==> src/rtl/bus_pkg.sv <==
// Shared types and constants for the bus cycle controller: one-hot state encoding,
// address/data widths and the default wait-state timeout.
package bus_pkg;

    localparam int unsigned ADDR_W           = 20;
    localparam int unsigned DATA_W           = 8;
    localparam int unsigned MAX_WAIT_DEFAULT = 15;

    typedef enum logic [5:0] {
        TI = 6'b000001,
        T1 = 6'b000010,
        T2 = 6'b000100,
        T3 = 6'b001000,
        TW = 6'b010000,
        T4 = 6'b100000
    } bus_state_e;

endpackage

==> src/rtl/bus_cycle_ctrl_if.sv <==
// Request/response handshake plus external bus pins of the bus cycle controller.
// master is the controller's view; slave is the view of the requester and bus device.
interface bus_cycle_ctrl_if;
    import bus_pkg::*;

    logic              req_valid;
    logic              req_ready;
    logic              req_write;
    logic              req_io;
    logic [ADDR_W-1:0] req_addr;
    logic [DATA_W-1:0] req_wdata;
    logic              rsp_valid;
    logic [DATA_W-1:0] rsp_rdata;
    logic              rsp_err;
    logic              ALE;
    logic              RD_N;
    logic              WR_N;
    logic              IOM;
    logic [ADDR_W-1:0] Address;
    logic [DATA_W-1:0] DOUT;
    logic              DOE;
    logic [DATA_W-1:0] DIN;
    logic              READY;

    modport master (
        input  req_valid, req_write, req_io, req_addr, req_wdata, DIN, READY,
        output req_ready, rsp_valid, rsp_rdata, rsp_err,
        output ALE, RD_N, WR_N, IOM, Address, DOUT, DOE
    );

    modport slave (
        output req_valid, req_write, req_io, req_addr, req_wdata, DIN, READY,
        input  req_ready, rsp_valid, rsp_rdata, rsp_err,
        input  ALE, RD_N, WR_N, IOM, Address, DOUT, DOE
    );

endinterface

==> src/rtl/bus_cycle_ctrl.sv <==
// T-state bus cycle controller (TI/T1/T2/T3/TW/T4) with a registered request and wait timeout.
// Define BUS_WAIT_STATE_EN to honour READY; otherwise READY is treated as always 1.
module bus_cycle_ctrl
    import bus_pkg::*;
#(
    parameter int unsigned MAX_WAIT = MAX_WAIT_DEFAULT  // must be >= 1
) (
    input  logic             CLK,
    input  logic             RESET,
    bus_cycle_ctrl_if.master bus
);

    bus_state_e        state_q, state_d;
    logic [ADDR_W-1:0] addr_q;
    logic              io_q;
    logic              write_q;
    logic [DATA_W-1:0] wdata_q;
    logic [DATA_W-1:0] rdata_q;
    logic              err_q;

    logic req_ready;
    logic accept;
    logic ready_eff;
    logic timeout;
    logic strobe_active;
    logic drive_active;

`ifdef BUS_WAIT_STATE_EN
    localparam int unsigned WaitW = $clog2(MAX_WAIT + 1);

    logic [WaitW-1:0] wait_q, wait_d;

    assign ready_eff = bus.READY;
    assign timeout   = (state_q == TW) && !bus.READY && (wait_q == WaitW'(MAX_WAIT));

    // Counts TW cycles spent so far; reaches 1 on the first TW.
    always_comb begin
        wait_d = '0;
        if (state_d == TW) begin
            wait_d = wait_q + 1'b1;
        end
    end

    always_ff @(posedge CLK) begin
        if (RESET) begin
            wait_q <= '0;
        end else begin
            wait_q <= wait_d;
        end
    end
`else
    assign ready_eff = 1'b1;
    assign timeout   = 1'b0;
`endif

    assign req_ready = !RESET && ((state_q == TI) || (state_q == T4));
    assign accept    = bus.req_valid && req_ready;

    always_comb begin
        state_d = state_q;
        unique case (state_q)
            TI:      if (accept) state_d = T1;
            T1:      state_d = T2;
            T2:      state_d = T3;
            T3:      state_d = ready_eff ? T4 : TW;
            TW:      if (ready_eff || timeout) state_d = T4;
            T4:      state_d = accept ? T1 : TI;
            default: state_d = TI;
        endcase
    end

    always_ff @(posedge CLK) begin
        if (RESET) begin
            state_q <= TI;
            addr_q  <= '0;
            io_q    <= 1'b0;
            write_q <= 1'b0;
            wdata_q <= '0;
            rdata_q <= '0;
            err_q   <= 1'b0;
        end else begin
            state_q <= state_d;
            err_q   <= timeout;
            if (accept) begin
                addr_q  <= bus.req_addr;
                io_q    <= bus.req_io;
                write_q <= bus.req_write;
                wdata_q <= bus.req_wdata;
            end
            // A timed-out read keeps the previous read data.
            if (((state_q == T3) || (state_q == TW)) && (state_d == T4) && !write_q && !timeout) begin
                rdata_q <= bus.DIN;
            end
        end
    end

    assign strobe_active = (state_q == T2) || (state_q == T3) || (state_q == TW);
    assign drive_active  = strobe_active || (state_q == T4);

    assign bus.req_ready = req_ready;
    assign bus.ALE       = (state_q == T1);
    assign bus.RD_N      = !(strobe_active && !write_q);
    assign bus.WR_N      = !(strobe_active && write_q);
    assign bus.DOE       = drive_active && write_q;
    assign bus.DOUT      = (drive_active && write_q) ? wdata_q : '0;
    assign bus.IOM       = io_q;
    assign bus.Address   = addr_q;
    assign bus.rsp_valid = (state_q == T4);
    assign bus.rsp_err   = err_q;
    assign bus.rsp_rdata = rdata_q;

endmodule
==> src/flat_wrapper.sv <==
// flat-port wrapper written by rule: the top's interface ports become plain ports
module bus_cycle_ctrl_flat import bus_pkg::*;
#(
    parameter int unsigned MAX_WAIT = MAX_WAIT_DEFAULT                 
)
  (CLK, RESET, bus_req_valid, bus_req_write, bus_req_io, bus_req_addr, bus_req_wdata, bus_DIN, bus_READY, bus_req_ready, bus_rsp_valid, bus_rsp_rdata, bus_rsp_err, bus_ALE, bus_RD_N, bus_WR_N, bus_IOM, bus_Address, bus_DOUT, bus_DOE);
  bus_cycle_ctrl_if bus_i ();
  input  logic CLK;
  input  logic RESET;
  input wire logic [$bits(bus_i.req_valid)-1:0] bus_req_valid;
  input wire logic [$bits(bus_i.req_write)-1:0] bus_req_write;
  input wire logic [$bits(bus_i.req_io)-1:0] bus_req_io;
  input wire logic [$bits(bus_i.req_addr)-1:0] bus_req_addr;
  input wire logic [$bits(bus_i.req_wdata)-1:0] bus_req_wdata;
  input wire logic [$bits(bus_i.DIN)-1:0] bus_DIN;
  input wire logic [$bits(bus_i.READY)-1:0] bus_READY;
  output wire logic [$bits(bus_i.req_ready)-1:0] bus_req_ready;
  output wire logic [$bits(bus_i.rsp_valid)-1:0] bus_rsp_valid;
  output wire logic [$bits(bus_i.rsp_rdata)-1:0] bus_rsp_rdata;
  output wire logic [$bits(bus_i.rsp_err)-1:0] bus_rsp_err;
  output wire logic [$bits(bus_i.ALE)-1:0] bus_ALE;
  output wire logic [$bits(bus_i.RD_N)-1:0] bus_RD_N;
  output wire logic [$bits(bus_i.WR_N)-1:0] bus_WR_N;
  output wire logic [$bits(bus_i.IOM)-1:0] bus_IOM;
  output wire logic [$bits(bus_i.Address)-1:0] bus_Address;
  output wire logic [$bits(bus_i.DOUT)-1:0] bus_DOUT;
  output wire logic [$bits(bus_i.DOE)-1:0] bus_DOE;
  assign bus_i.req_valid = bus_req_valid;
  assign bus_i.req_write = bus_req_write;
  assign bus_i.req_io = bus_req_io;
  assign bus_i.req_addr = bus_req_addr;
  assign bus_i.req_wdata = bus_req_wdata;
  assign bus_i.DIN = bus_DIN;
  assign bus_i.READY = bus_READY;
  assign bus_req_ready = bus_i.req_ready;
  assign bus_rsp_valid = bus_i.rsp_valid;
  assign bus_rsp_rdata = bus_i.rsp_rdata;
  assign bus_rsp_err = bus_i.rsp_err;
  assign bus_ALE = bus_i.ALE;
  assign bus_RD_N = bus_i.RD_N;
  assign bus_WR_N = bus_i.WR_N;
  assign bus_IOM = bus_i.IOM;
  assign bus_Address = bus_i.Address;
  assign bus_DOUT = bus_i.DOUT;
  assign bus_DOE = bus_i.DOE;
  bus_cycle_ctrl #(.MAX_WAIT(MAX_WAIT)) u_core (.CLK(CLK), .RESET(RESET), .bus(bus_i));
endmodule
==> config.mk <==
export PLATFORM = sky130hd
export DESIGN_NAME = bus_cycle_ctrl_flat
export DESIGN_NICKNAME = d
export VERILOG_FILES = /design/src/rtl/bus_pkg.sv /design/src/rtl/bus_cycle_ctrl_if.sv /design/src/rtl/bus_cycle_ctrl.sv /design/src/flat_wrapper.sv
export SDC_FILE = /design/constraint.sdc
export NUM_CORES = 1
export LEC_CHECK = 0
export ABC_CLOCK_PERIOD_IN_PS = 1740
export CAP_MARGIN = 20
export CORE_UTILIZATION = 35
export DETAILED_ROUTE_END_ITERATION = 10
export MAX_ROUTING_LAYER = met4
export PLACE_DENSITY = 0.83
export RECOVER_POWER = 100
export SYNTH_ARGS = -nofsm -noshare
export SYNTH_HDL_FRONTEND = slang
export SYNTH_SLANG_ARGS = --single-unit
==> constraint.sdc <==
create_clock -name CLK -period 1.74 [get_ports CLK]
set_input_delay 0.348 -clock CLK [delete_from_list [all_inputs] [get_ports CLK]]
set_output_delay 0.348 -clock CLK [all_outputs]
set_load 0.01 [all_outputs]
==> impl_results.md <==
* Top cells by area, synth: dfxtp_1 50%, nand2_1 14%, a21oi_1 8.9%
* Final Non-Filler Cells at just under 400
* DPL Wire Length at 3050 µm
* Bufs on Longest Clock Path at 2
* Area grow syn2layout at 92.5%
* Fin area at around 3400 µm²
* Final period utilization at 115%
* Met2 Wirelength at approximately 2500 µm
* Most common cell in the netlist: nand2_1
* CTS tree: done
* DRT iter0 DRCs at 44
* CTS Buf Count at 5
* Share of cells above drive strength 1 at a little over 40%
* Detailed-route via count at approximately 1800
* Crit start category: flip-flop
* Min Hold Slack at roughly 0.46 ns
* XOR/XNOR Fraction of Synth Area at roughly 1.5%
* Area of the die at roughly 5300 µm²
* Total congestion overflow at 0
* Largest net degree at the start of global routing at 43
* Routed wire length at approximately 5000 µm
* Initial Util at a little under two fifths
* Root buffer cell: clkbuf_8
* Seq/Total Area, Yosys at between 50% and 60%
* P_int at between 1.5 and 2 mW
* Ys Warns at 0
* Adder-cell share of the synthesized area at 0%
* Crit path time final at around 2.0 ns
* Leading area contributor after synthesis: dfxtp_1
* Peak supply drop at roughly 0.00039 V
* IO Port Bufs at between 80 and 90
* Least-Margin Pin Slew at roughly 0.64 ns
* Hold WC Path Type: flip-flop to flip-flop
* Max layer used: met4
* Seq cells post-synth at between 40 and 50
* Gr usage total at 18.1%
* Post-placement cell area at approximately 2800 µm²
* Lkg Pwr at between 1 and 1.5 nW
* RSZ-0062 raised after global routing: true
* Netlist Area Pre-Place at approximately 1700 µm²
* DR vias/cell at 4.71
* Crit-path max FO at 8
* Met1 Routed Length at 2130 µm
* Most frequent cells after synthesis: 63 x nand2_1, 44 x dfxtp_1, 31 x a21oi_1, 12 x nor2_1, 9 x clkbuf_1
* Multiplexer share of the synthesized area at under 10%
* Power share of the clock group at 26.6%
* Setup WS post-layout at -0.266 ns
* Comb power frac at a little under a quarter
* Switch Pwr at 566 µW
* Height of the die at roughly 73 µm
* Final number of setup-violating endpoints at 44
* Worst Setup End Kind: output pin
* Largest family of logic cells by synthesized area: simple AND/OR/NAND/NOR gates
* IO Count at 86
* Layout Nets at between 300 and 400
* # diodes at 0
* Synth Area in Compound Gates at approximately 11%
* Failing checks: negative setup slack
* Setup Skew at 0.00474 ns
* Core Region at 4750 µm²
* R2r setup slk at -0.20 ns
* Ys async rst share at 0%
* Power per cell area at about 650 nW/µm²
* Num Clock Sinks at between 40 and 50
* Number of flops mapped to enable cells by yosys at 0
* Hold-fix buffers, CTS at 0
* # rows at 25
* Drc violations at 0
* Rel. slew slack at about 57%
* Switching share of power at between 20 and 30%
* Kind of critical path: flip-flop to output pin
* CP arrival at roughly 1.7 ns
* RD Place Congestion at 0.805
* Met3 WL at 325 µm
* Syn_area_per_cell at slightly above 8 µm²
* Pwr Total at ~2.2 mW
* Post-DR wirelength/cell at between 10 and 15 µm
* Share of the synthesized area in the top cell type at approximately half
* Seq pwr share at 50.2%
* Pre-antenna DRT Iters at 4
* Vias in the first global route at around 1700
* Synth Instances at roughly 210
* Clock slew at reported path FFs at ~0.070 ns
* Worst skew pair latency at roughly 0.29 ns
* Max Freq at approximately 500 MHz
* Final ANT Viol Nets at 0
* Global-route wire length before repair at 7200 µm
* Total of max-cap violations at 0
* Crit path required time at roughly 1.4 ns
* Post-Synth Simple-Gate Area at approximately 28%
* Status: finished with violations
* Top_reg_cell synth: dfxtp_1
* H-tree Lvls at 2
* Slew Limit Fails at 0
* Final hold vios at 0
* Library cells used by synthesis at 32
* Initial antenna violation count at 0
* Placed Instances at around 370
* Die Wd at approximately 73 µm
==> final cells by class <==
class | instances | area [µm²]
multi-input combinational | 150 | 1170
inverter | 3 | 11.3
tap | 67 | 83.8
clock inverter | 1 | 5.00
fill | 391 | 1390
sequential | 44 | 891
clock buffer | 6 | 72.6
timing repair buffer | 119 | 1140
==> critical path, cell delays in order (launching register included) <==
cell and delay [ns]:
dfxtp_2 0.34, buf_4 0.16, o21ai_1 0.13, o211ai_1 0.14, a21oi_2 0.21, buf_6 0.14
and2_1 0.12, buf_2 0.13
==> final timing paths <==
| check | to | cells past startpoint | start |
|---|---|---|---|
| hold reg to reg | u_core.wdata_q[5] | 2 | u_core.wdata_q[5] |
| setup reg to reg | u_core.wdata_q[5] | 8 | u_core.state_q[3] |
| setup / recovery | bus_DOUT[5] | 7 | u_core.state_q[4] |
| hold / removal | u_core.wdata_q[5] | 2 | u_core.wdata_q[5] |
==> state kept, by name, indices dropped and copies added, names as in the netlist <==
name                  flops
u_core.bus.rsp_rdata      8
u_core.state_q            6
u_core.bus.IOM            1
u_core.write_q            1
u_core.bus.Address       20
u_core.wdata_q            8
==> power by group through the flow <==
stage	clock [mW]	combinational, mW	sequential [mW]
2_1_floorplan	0	0.142	1.12
3_3_place_gp	0	0.381	1.10
3_5_place_dp	0	0.387	1.10
4_1_cts	0.607	0.402	1.08
5_1_grt	0.649	0.546	1.10
6_report	0.581	0.509	1.10
==> cells in the final DEF, fill, tap and decap left out, types with 2 or more instances in the layout <==
| cell type | netlist | layout |
|---|---|---|
| clkdlybuf4s50_1 | 0 | 67 |
| dfxtp_1 | 44 | 40 |
| nand2_1 | 63 | 33 |
| a21oi_2 | 0 | 28 |
| nand2_4 | 0 | 28 |
| buf_4 | 1 | 26 |
| buf_2 | 3 | 11 |
| nor2_1 | 12 | 10 |
| mux2i_1 | 8 | 8 |
| and2_1 | 8 | 7 |
| buf_6 | 1 | 6 |
| clkbuf_8 | 0 | 5 |
| inv_1 | 3 | 3 |
| a21oi_1 | 31 | 3 |
| buf_12 | 0 | 3 |
| nand3b_1 | 2 | 2 |
| nand2_2 | 0 | 2 |
| o21ai_1 | 0 | 2 |
| xnor2_1 | 2 | 2 |
| or3b_4 | 0 | 2 |
| nor3_1 | 3 | 2 |
| a311o_1 | 2 | 2 |
| conb_1 | 1 | 2 |
| clkbuf_16 | 0 | 2 |
| dlygate4sd3_1 | 0 | 2 |
| dfxtp_4 | 0 | 2 |
| dfxtp_2 | 0 | 2 |
==> metrics by stage <==
stage / TNS, ns / util [%] / setup WS, ns
floorplan: 0 / - / 0.0150
global placement: -8.40 / 59.0 / -0.316
detailed placement: -9.35 / 59.0 / -0.387
CTS: -3.13 / 61.5 / -0.217
global route: -11.13 / 70.8 / -0.364
finish: -7.69 / 70.8 / -0.266
==> repair_timing <==
| action | in CTS | in global routing |
|---|---|---|
| pin swaps | 6 | 33 |
| buffers inserted | 4 | 4 |
| resized for setup | 75 | 96 |
| setup endpoints to repair | 14 | 50 |
| cloned | 1 | 2 |
| hold endpoints to repair | 0 | 0 |
==> cells by family (layout without fill, tap and decap cells) <==
logic type | after synthesis | after routing
simple gates | 101 | 101
flops | 44 | 44
compound gates | 36 | 36
buf+inv | 18 | 129
mux | 8 | 8
xor+xnor | 3 | 3
other cells | 1 | 2
==> routing by layer <==
metal,vias to the layer above,track usage [%]
met4,0,5.88
met3,7,4.97
met5,-,-
met1,848,19.6
li1,916,-
met2,65,32.1
Power figures use the tool's default switching activity.
